===== src/rtl/piccolo128_pkg.sv =====
// Shared constants, types and round-constant helper for the Piccolo-128 key schedule.
package piccolo128_pkg;

   localparam int          NROUNDS    = 31;
   localparam logic [4:0]  LAST_ROUND = 5'(NROUNDS - 1);
   localparam logic [31:0] CON_MASK   = 32'h6547a98b;

   typedef logic [15:0] key_word_t;
   typedef enum logic { IDLE, RUN } state_t;

   // new k[i] = old k[PERM[i]]
   localparam logic [2:0] PERM [8] = '{3'd2, 3'd1, 3'd6, 3'd7, 3'd0, 3'd3, 3'd4, 3'd5};

   function automatic logic [31:0] con_pair(input logic [4:0] r);
      logic [4:0] c;
      c = r + 5'd1;
      return {c, 5'b0, c, 2'b00, c, 5'b0, c} ^ CON_MASK;
   endfunction

endpackage


===== src/rtl/piccolo128_con_gen.sv =====
// Round-constant generator: round index r -> masked 32-bit constant pair.
module piccolo128_con_gen
   import piccolo128_pkg::*;
(
   input  logic [4:0]  round,
   output logic [31:0] con32
);

   assign con32 = con_pair(round);

endmodule


===== src/rtl/piccolo128_keysched.sv =====
// Runtime-loadable Piccolo-128 key schedule streaming 31 round-key pairs plus whitening keys.
// Optional build macro PICCOLO128_KS_ZEROIZE_EN clears key and whitening state after the final pair.
module piccolo128_keysched
   import piccolo128_pkg::*;
(
   input  logic         clk,
   input  logic         reset,
   input  logic         start,
   input  logic [127:0] key,
   output logic         busy,
   output logic         rk_valid,
   input  logic         rk_ready,
   output logic [31:0]  rk_out,
   output logic [4:0]   rk_round,
   output logic         rk_last,
   output logic [63:0]  wk_out
);

   state_t      state;
   key_word_t   key_reg [8];
   key_word_t   key_in  [8];
   logic [63:0] wk_reg;
   logic [4:0]  round;
   logic [31:0] con32;
   logic [2:0]  idx_a;
   logic [2:0]  idx_b;
   logic        handshake;

   piccolo128_con_gen u_con_gen (
      .round (round),
      .con32 (con32)
   );

   // k0 occupies the most significant word of the key bus
   always_comb begin
      for (int i = 0; i < 8; i++) key_in[i] = key[16*(7-i) +: 16];
   end

   // The register is permuted ahead of time, so the pair always sits at (2r+2, 2r+3) mod 8.
   assign idx_a     = {round[1:0], 1'b0} + 3'd2;
   assign idx_b     = idx_a | 3'd1;
   assign handshake = rk_valid & rk_ready;

   assign rk_out   = rk_valid ? {key_reg[idx_a] ^ con32[31:16], key_reg[idx_b] ^ con32[15:0]} : '0;
   assign rk_round = round;
   assign wk_out   = wk_reg;

   // NOTE: all state below uses non-blocking assignments so every register samples pre-edge values.
   always_ff @(posedge clk) begin
      if (reset) begin
         state <= IDLE;
         // NOTE: the key register array is small and holds secret material, so it is reset explicitly.
         for (int i = 0; i < 8; i++) key_reg[i] <= '0;
         wk_reg   <= '0;
         round    <= '0;
         busy     <= 1'b0;
         rk_valid <= 1'b0;
         rk_last  <= 1'b0;
      end else begin
         case (state)
            IDLE: begin
               if (start) begin
                  state <= RUN;
                  for (int i = 0; i < 8; i++) key_reg[i] <= key_in[i];
                  wk_reg   <= {key_in[0][15:8], key_in[1][7:0], key_in[1][15:8], key_in[0][7:0],
                               key_in[4][15:8], key_in[7][7:0], key_in[7][15:8], key_in[4][7:0]};
                  round    <= '0;
                  busy     <= 1'b1;
                  rk_valid <= 1'b1;
                  rk_last  <= 1'b0;
               end
            end
            RUN: begin
               if (handshake) begin
                  if (round == LAST_ROUND) begin
                     state    <= IDLE;
                     busy     <= 1'b0;
                     rk_valid <= 1'b0;
                     rk_last  <= 1'b0;
`ifdef PICCOLO128_KS_ZEROIZE_EN
                     for (int i = 0; i < 8; i++) key_reg[i] <= '0;
                     wk_reg <= '0;
`endif
                  end else begin
                     round   <= round + 5'd1;
                     rk_last <= (round == LAST_ROUND - 5'd1);
                     if (round[1:0] == 2'd2) begin
                        for (int i = 0; i < 8; i++) key_reg[i] <= key_reg[PERM[i]];
                     end
                  end
               end
            end
            default: state <= IDLE;
         endcase
      end
   end

endmodule


===== config.mk =====
export PLATFORM = sky130hd
export DESIGN_NAME = piccolo128_keysched
export DESIGN_NICKNAME = d
export VERILOG_FILES = /design/src/rtl/piccolo128_pkg.sv /design/src/rtl/piccolo128_con_gen.sv /design/src/rtl/piccolo128_keysched.sv
export SDC_FILE = /design/constraint.sdc
export NUM_CORES = 1
export LEC_CHECK = 0
export CAP_MARGIN = 20
export CORE_MARGIN = 2
export CORE_UTILIZATION = 45
export CTS_BUF_LIST = sky130_fd_sc_hd__clkbuf_4 sky130_fd_sc_hd__clkbuf_8 sky130_fd_sc_hd__clkbuf_16
export CTS_CLUSTER_DIAMETER = 30
export DETAILED_ROUTE_END_ITERATION = 6
export PLACE_DENSITY = 0.82
export SYNTH_ARGS = -nofsm -noshare
export SYNTH_HDL_FRONTEND = slang
export SYNTH_SLANG_ARGS = --single-unit

===== constraint.sdc =====
create_clock -name clk -period 2.6 [get_ports clk]
set_input_delay 0.52 -clock clk [delete_from_list [all_inputs] [get_ports clk]]
set_output_delay 0.52 -clock clk [all_outputs]
set_load 0.1 [all_outputs]

==> results of run 1 <==
## power by group through the flow
stage	clock network [mW]	registers, mW	logic (mW)
after floorplan	0	4.17	0.695
after global placement	0	3.79	1.70
after detailed placement	0	3.80	1.72
after CTS	2.84	3.74	1.74
after global routing	2.96	3.76	1.83
final	2.82	3.74	1.76
## layout make-up
type	instances	area (sq um)
tap	270	338
antenna	1	2.50
timing repair buffer	291	3190
clock buffer	20	454
inverter	8	32.5
multi-input combinational	603	3720
sequential	200	5300
fill	1460	6890
clock inverter	12	176
## per-layer routing
layer / vias up / global-route usage
met3: 49 / 0.0578
li1: 3564 / -
met1: 3739 / 0.342
met5: - / 0
met2: 434 / 0.419
met4: 0 / 0.110
## cell families (layout without fill, tap and decap cells)
kind of cell | count (synthesis) | in the layout | synth area share
xor+xnor | 15 | 15 | 0.0159
other cells | 0 | 1 | 0
compound gates | 194 | 194 | 0.122
fa+ha+maj | 3 | 3 | 0.00409
simple gates | 354 | 354 | 0.162
mux | 37 | 37 | 0.0760
buf+inv | 80 | 331 | 0.0442
flops | 200 | 200 | 0.576
## through the flow
step | total power, mW | hold WS, ps
floorplan | 4.86 | 491
global placement | 5.49 | 443
detailed placement | 5.52 | 449
CTS | 8.32 | 407
global route | 8.55 | 409
finish | 8.32 | 415
## layout by cell type, fill, tap and decap left out, drive strengths merged, types with 6 or more instances in the layout
| cell type | instances |
|---|---|
| nand2 | 235 |
| nand3 | 6 |
| a22oi | 48 |
| xnor2 | 6 |
| clkbuf | 21 |
| mux4 | 26 |
| nor2 | 53 |
| mux2i | 9 |
| inv | 8 |
| a21oi | 133 |
| clkdlybuf4s50 | 130 |
| buf | 160 |
| nor2b | 12 |
| edfxtp | 128 |
| xor2 | 9 |
| and2 | 37 |
| dfxtp | 72 |
## timing repair
item / 4_1_cts / 5_1_grt
gates cloned: 2 / 1
pin swaps: 8 / 5
buffers inserted: 14 / 12
resized for setup: 21 / 16
endpoints found under the setup margin: 30 / 31
## how the worst max path moves through the flow
stage | end | slack, ps | cells after the start
after floorplan | rk_out[16] | -420 | 8
after global placement | rk_out[16] | 150 | 6
after detailed placement | rk_out[16] | 110 | 6
after CTS | rk_out[19] | -200 | 7
after global routing | rk_out[21] | -310 | 7
final | rk_out[19] | -230 | 7
==> results_dict.tcl, run 1 <==
set metrics [dict create \
    timing.rr.start "rk_valid" \
    grt_util_all_layers 0.260 \
    cts_root_buffer "clkbuf_16" \
    rows 52 \
    cts_tree "built" \
    leakage_nw 5.13 \
    wl_um 28600 \
    fmax_mhz 353 \
    path_delay_family "multiplexers" \
    failed_checks "setup timing" \
    crit_start "rk_round[0]" \
    p_int_mw 5.90 \
    p_switching_mw 2.41 \
    gp_congestion 0.887 \
    drive_gt1_frac 0.243 \
    drc_errors 0 \
    vias 7786 \
    crit_type "reg2out" \
    path_cells "inv_4, ha_4, buf_12, mux4_2, xnor2_1, and2_4, buf_12" \
    initial_utilization 0.457 \
    die_w_um 147 \
    cp_common_cell "buf_12" \
    power_density_nw_per_um2 629 \
    syn_nets 1018 \
    clock_power_share 0.339 \
    grt_setup_unrepaired "yes" \
    fin_util 0.657 \
    slew_headroom 0.532 \
    synth_common_cells "nand2_1, a21oi_1, edfxtp_1" \
    wire_per_inst_um 20.4 \
    ys_seq_elements 200 \
    top_layer "met4" \
    largest_reg_flops 128 \
    min_to "wk_out[43]" \
    min-delay-start "reset" \
    hold_viol 0 \
    async_flop_share 0 \
    met1_length_um 11000 \
    ys.flop_type "edfxtp_1" \
    drt-initial-drc-count 786 \
    grt_pass1_wl_um 42900 \
    syn2layout_area_growth_pct 43.9 \
    placed_area_sq_um 12100 \
    routed-wl-met3_um 2660 \
    p_seq_frac 0.450 \
    yosysWarnings 0 \
    synth_area_leaders "edfxtp_1, dfxtp_1, nand2_1, a21oi_1, mux4_2" \
    endpoint_kind "primary output" \
    synth_edf_count 128 \
    clock_latency_ps 440 \
    grt_pass1_vias 7655 \
    ios 236 \
    reg2regPathDepth 5 \
    htreeDepth 4 \
    status "finished, violations left" \
    tightestPinTransition_ps 702 \
    hpwl_um 19200 \
    arrival_ps 2310 \
    skew_ps 9.67 \
    core_area_sq_um 20100 \
    clock-sinks 200 \
    postLayoutCellArea_sq_um 13200 \
    path_max_fanout 4 \
    dp_cells 1345 \
    pre_cts_ws_ps 110 \
    avgSynthCellArea_sq_um 10.4 \
    startpoint_type "flip-flop" \
    layout.nets 1256 \
    irDropWorstVdd_v 0.000463 \
    r2r_end "key_reg[4][15]" \
    ys_types 34 \
    clk_path_buf_depth 2 \
    cap_violations 0 \
    path_clk_slew_ps 70 \
    drv_slew 0 \
    hold_class "in2reg" \
    stdcell_count 1405 \
    tns_ps -4050 \
    synth_area_leader_cell "edfxtp_1" \
    netlist_area_sq_um 9180 \
    r2r_slack_ps 590 \
    antenna_found_initial 1 \
    port_buffers 235 \
    combPwrFrac 0.212 \
    cts_buffers 17 \
    ant_nets 0 \
    finalSetupViolCount 31 \
    met2WireLength_um 14200 \
    die_area_sq_um 21600 \
    routed_via_density 5.54 \
    fin_crit_ps 2830 \
    crit_buf_inv 3 \
    cpPeakStageDelay_ps 520 \
    synth_most_common_cell "nand2_1" \
    min_period_over_period 1.09 \
    grt_max_degree 83 \
    grt_overflow_total 0 \
    worstPathRequired_ps 2080 \
    worst_slack_ps -231 \
    yosysTopAreaCellShare 0.419 \
    hold_path_depth 2 \
    die_y_um 147 \
    postCtsHoldBufs 0 \
    cpMaxStageDelayCell "mux4_2" \
    syn_inst 883 \
    ys_seq_area_frac 0.576 \
    first_pass_iters 5 \
    p_sw_frac 0.290 \
]
(Power assumes the default switching activity.)
==> run 2, diff against run 1 <==
CORE_UTILIZATION = 49   (was 45)
PLACE_DENSITY = 0.85   (was 0.82)
SETUP_SLACK_MARGIN = 0.05   (was not set)
clock period = 2.7 ns   (was 2.6 ns; I/O delays follow)
==> results_dict.tcl, run 2 (synthesized netlist as in run 1, its figures left out) <==
set metrics [dict create \
    failed_checks "setup timing" \
    wl_um 28800 \
    syn2layout_area_growth_pct 43.8 \
    path_max_fanout 6 \
    vias 7883 \
    grt_pass1_vias 7813 \
    reg2regPathDepth 5 \
    rows 50 \
    worstPathRequired_ps 2160 \
    drc_errors 0 \
    grt_max_degree 85 \
    mostFrequentLayoutCell "nand2_1" \
    min_period_over_period 1.05 \
    clk_path_buf_depth 2 \
    status "finished, violations left" \
    worst_slack_ps -144 \
    die_w_um 141 \
    fillerInstances 1224 \
    power_mw 7.89 \
    seq_area_sq_um 5300 \
    die_area_sq_um 19800 \
    hold_class "reg2reg" \
    drive_gt1_frac 0.245 \
    drt-initial-drc-count 940 \
    wire_per_inst_um 21.0 \
    clock_latency_ps 440 \
    port_buffers 235 \
    largest_reg_flops 128 \
    leakage_nw 5.16 \
    arrival_ps 2300 \
    cap_violations 0 \
    initial_utilization 0.496 \
    startpoint_type "flip-flop" \
    fin_crit_ps 2840 \
    drv_slew 0 \
    layout.nets 1259 \
    ios 236 \
    hpwl_um 18600 \
    first_pass_iters 7 \
    pre_cts_ws_ps 193 \
    grt_overflow_total 0 \
    clock-sinks 200 \
    htreeDepth 4 \
    slew_headroom 0.399 \
    endpoint_kind "primary output" \
    postCtsHoldBufs 0 \
    hold_path_depth 2 \
    hold_slack_ps 456 \
    multi_input_area_sq_um 3710 \
    routed_via_density 5.73 \
    cts_root_buffer "clkbuf_16" \
    crit_type "reg2out" \
    antenna_found_initial 3 \
    skew_ps 8.77 \
    path_clk_slew_ps 70 \
    die_y_um 141 \
    grt_setup_unrepaired "yes" \
    grt_pass1_wl_um 43100 \
    gp_congestion 0.908 \
    tightestPinTransition_ps 902 \
    ant_nets 0 \
    fmax_mhz 352 \
    cts_buffers 17 \
    core_area_sq_um 18500 \
    power_density_nw_per_um2 597 \
    irDropWorstVdd_v 0.000498 \
    layout_common_cells "nand2_1, a21oi_1, clkdlybuf4s50_1" \
    hold_viol 0 \
    grt_util_all_layers 0.287 \
    finalSetupViolCount 27 \
    cts_tree "built" \
]
[run 2: changes by cell type in the layout (fill, tap and decap cells not counted), sizes merged]
cell      previous run  this run
buf                160       162
bufbuf               0         1
bufinv               4         1
clkbuf              21        20
clkinvlp             3         1
diode                1         4
inv                  8        14
[run 2: final cells by class]
type,count,share of cell area
clock buffers,19,0.0352
repair buffers,294,0.247
clock inverters,13,0.00995
well taps,234,0.0222
multi-input cells,603,0.281
diodes,4,0.000758
inverters,8,0.00246
flip-flops and latches,200,0.401
[run 2: worst paths after layout]
path | slack [ps] | startpoint | endpoint
min | 460 | wk_out[60] | wk_out[60]
max reg2reg | 610 | rk_valid | key_reg[6][10]
min reg2reg | 460 | wk_out[60] | wk_out[60]
max | -140 | rk_round[0] | rk_out[12]
[run 2: timing repair]
item / CTS / global route
buffers inserted: 21 / 6
pin swaps: 11 / 7
setup endpoints to repair: 30 / 32
cloned: 3 / 1
resized for setup: 23 / 15
[run 2: power by group]
group	switching, mW	internal, mW	leakage [nW]	total (mW)
clock network	1.20	1.38	0.294	2.58
registers	0.129	3.48	1.97	3.60
logic	1.08	0.621	2.90	1.70
[run 2: per-layer routing]
metal  up-vias  GRT usage  part of all wire
met5         -          0                 0
met4         0      0.158             0.041
met2       477      0.447              0.48
met1      3754      0.380              0.39
met3        77     0.0584             0.094
li1       3575          -                 -
[run 2: worst max-delay path, cell delays in order, from the launching register on]
cell     delay, ps
dfxtp_4        370
inv_4           40
ha_4           250
buf_6          130
buf_12         120
buf_12         130
mux4_2         320
xnor2_2        160
and2_4         170
buf_12         160
[run 2: metrics by stage]
stage | cells | utilization | area (sq um) | setup TNS [ps]
after floorplan | 883 | - | 9380 | -4330
after global placement | 1310 | 0.656 | 12100 | 0
after detailed placement | 1310 | 0.656 | 12100 | 0
after CTS | 1366 | 0.708 | 13100 | -2200
after global routing | 1374 | 0.713 | 13200 | -3690
final | 1375 | 0.713 | 13200 | -2020
==> run 3, diff against run 2 <==
CORE_UTILIZATION = 27   (was 49)
GPL_ROUTABILITY_DRIVEN = 0   (was not set)
PLACE_DENSITY = 0.54   (was 0.85)
==> results_dict.tcl, run 3 (synthesized netlist as in run 1, its figures left out) <==
set metrics [dict create \
    skew_ps 15.3 \
    hold_class "reg2reg" \
    vias 7471 \
    tightestPinTransition_ps 650 \
    crit_buf_inv 5 \
    failed_checks "setup timing" \
    power_density_nw_per_um2 584 \
    hold_viol 0 \
    routed_via_density 4.70 \
    clock_latency_ps 450 \
    drt-initial-drc-count 614 \
    r2r_slack_ps 750 \
    postLayoutCellArea_sq_um 13500 \
    clock-sinks 200 \
    cp_common_cell "buf_12" \
    combPwrFrac 0.219 \
    irDropWorstVdd_v 0.000401 \
    largest_reg_flops 128 \
    hold_slack_ps 455 \
    clock_power_share 0.324 \
    fin_crit_ps 2840 \
    path_clk_slew_ps 70 \
    p_seq_frac 0.457 \
    postCtsHoldBufs 0 \
    crit_type "reg2out" \
    port_buffers 235 \
    grt_setup_unrepaired "yes" \
    grt_overflow_total 0 \
    die_w_um 188 \
    path_delay_family "buffers and inverters" \
    timing.rr.start "rk_valid" \
    worstPathRequired_ps 2160 \
    layout.nets 1259 \
    leakage_nw 5.14 \
    cts_root_buffer "clkbuf_16" \
    layout_common_cells "nand2_1, a21oi_1, clkdlybuf4s50_1" \
    wire_per_inst_um 19.8 \
    antenna_found_initial 4 \
    cpPeakStageDelay_ps 520 \
    mostFrequentLayoutCell "nand2_1" \
    grt_max_degree 66 \
    core_area_sq_um 33500 \
    min_period_over_period 1.05 \
    cts_tree "built" \
    reg2regPathDepth 5 \
    dp_cells 1524 \
    grt_pass1_wl_um 46100 \
    p_sw_frac 0.314 \
    drc_errors 0 \
    power_mw 7.87 \
    drive_gt1_frac 0.247 \
    hpwl_um 21400 \
    path_cells "buf_4, buf_6, buf_16, buf_12, mux4_2, xor2_2, and2_4, buf_12" \
    placed_area_sq_um 12400 \
    path_max_fanout 5 \
    cp-endpoint "rk_out[4]" \
    slew_headroom 0.567 \
    worst_slack_ps -136 \
    drv_slew 0 \
    initial_utilization 0.274 \
    cap_violations 0 \
    ant_nets 0 \
    die_y_um 188 \
    r2r_end "rk_round[1]" \
    cp_num_cells 8 \
    ios 236 \
    htreeDepth 4 \
    crit_start "rk_round[0]" \
    finalSetupViolCount 25 \
    fmax_mhz 353 \
    arrival_ps 2300 \
    cpMaxStageDelayCell "mux4_2" \
    tns_ps -2330 \
    wl_um 31500 \
    p_int_mw 5.40 \
    grt_util_all_layers 0.174 \
    grt_pass1_vias 7405 \
    clk_path_buf_depth 2 \
    stdcell_count 1588 \
    status "finished, violations left" \
    rows 67 \
    startpoint_type "flip-flop" \
    endpoint_kind "primary output" \
    die_area_sq_um 35500 \
    syn2layout_area_growth_pct 46.7 \
    cts_buffers 17 \
    p_switching_mw 2.47 \
    first_pass_iters 6 \
]
==> run 3: changes by cell type in the layout (fill, tap and decap cells not counted), moves of 2 or more <==
cell,change
xor2_2,+3
xor2_1,-3
buf_4,+2
buf_6,-3
==> run 3: cell type report <==
class | instances | area, sq um
antenna | 3 | 7.51
timing repair buffer | 294 | 3260
multi-input combinational | 603 | 3750
tap | 448 | 561
fill | 3311 | 20100
clock inverter | 15 | 144
clock buffer | 17 | 425
sequential | 200 | 5300
inverter | 8 | 32.5
==> run 3: worst min-delay path by stage <==
| stage | startpoint | cells past startpoint | endpoint |
|---|---|---|---|
| 2_1_floorplan | state | 1 | state |
| 3_3_place_gp | wk_out[34] | 2 | wk_out[34] |
| 6_report | wk_out[59] | 2 | wk_out[59] |
| 3_5_place_dp | wk_out[49] | 2 | wk_out[49] |
| 5_1_grt | reset | 2 | wk_out[23] |
| 4_1_cts | reset | 2 | wk_out[23] |
==> run 3: timing repair <==
action	4_1_cts	5_1_grt
resized for setup	16	20
hold endpoints to repair	0	0
setup buffers	19	8
setup endpoints to repair	30	32
pin swaps	1	4
gates cloned	2	1
==> run 3: layer usage <==
layer	GRT usage	vias up	part of all wire	wire, um
met2	0.265	240	0.46	14600
li1	-	3582	-	-
met1	0.248	3624	0.47	14800
met4	0.0658	0	0.019	604
met5	0	-	0	0
met3	0.0289	25	0.049	1560
==> run 3: metrics by stage <==
stage | util | setup slack, ps
2_1_floorplan | - | -343
3_3_place_gp | 0.370 | 214
3_5_place_dp | 0.370 | 239
4_1_cts | 0.396 | -139
5_1_grt | 0.402 | -227
6_report | 0.402 | -136
==> run 3: tightest hold or removal path: stages (launching register included) <==
cell and delay, ps:
dfxtp_1 310, nand2_1 50, a21oi_1 50
==> run 3: power groups by stage <==
stage	Combinational, mW	Sequential, mW	Clock, mW
2_1_floorplan	0.669	4.01	0
3_3_place_gp	1.69	3.66	0
3_5_place_dp	1.69	3.66	0
4_1_cts	1.72	3.59	2.60
5_1_grt	1.80	3.62	2.72
6_report	1.73	3.59	2.55
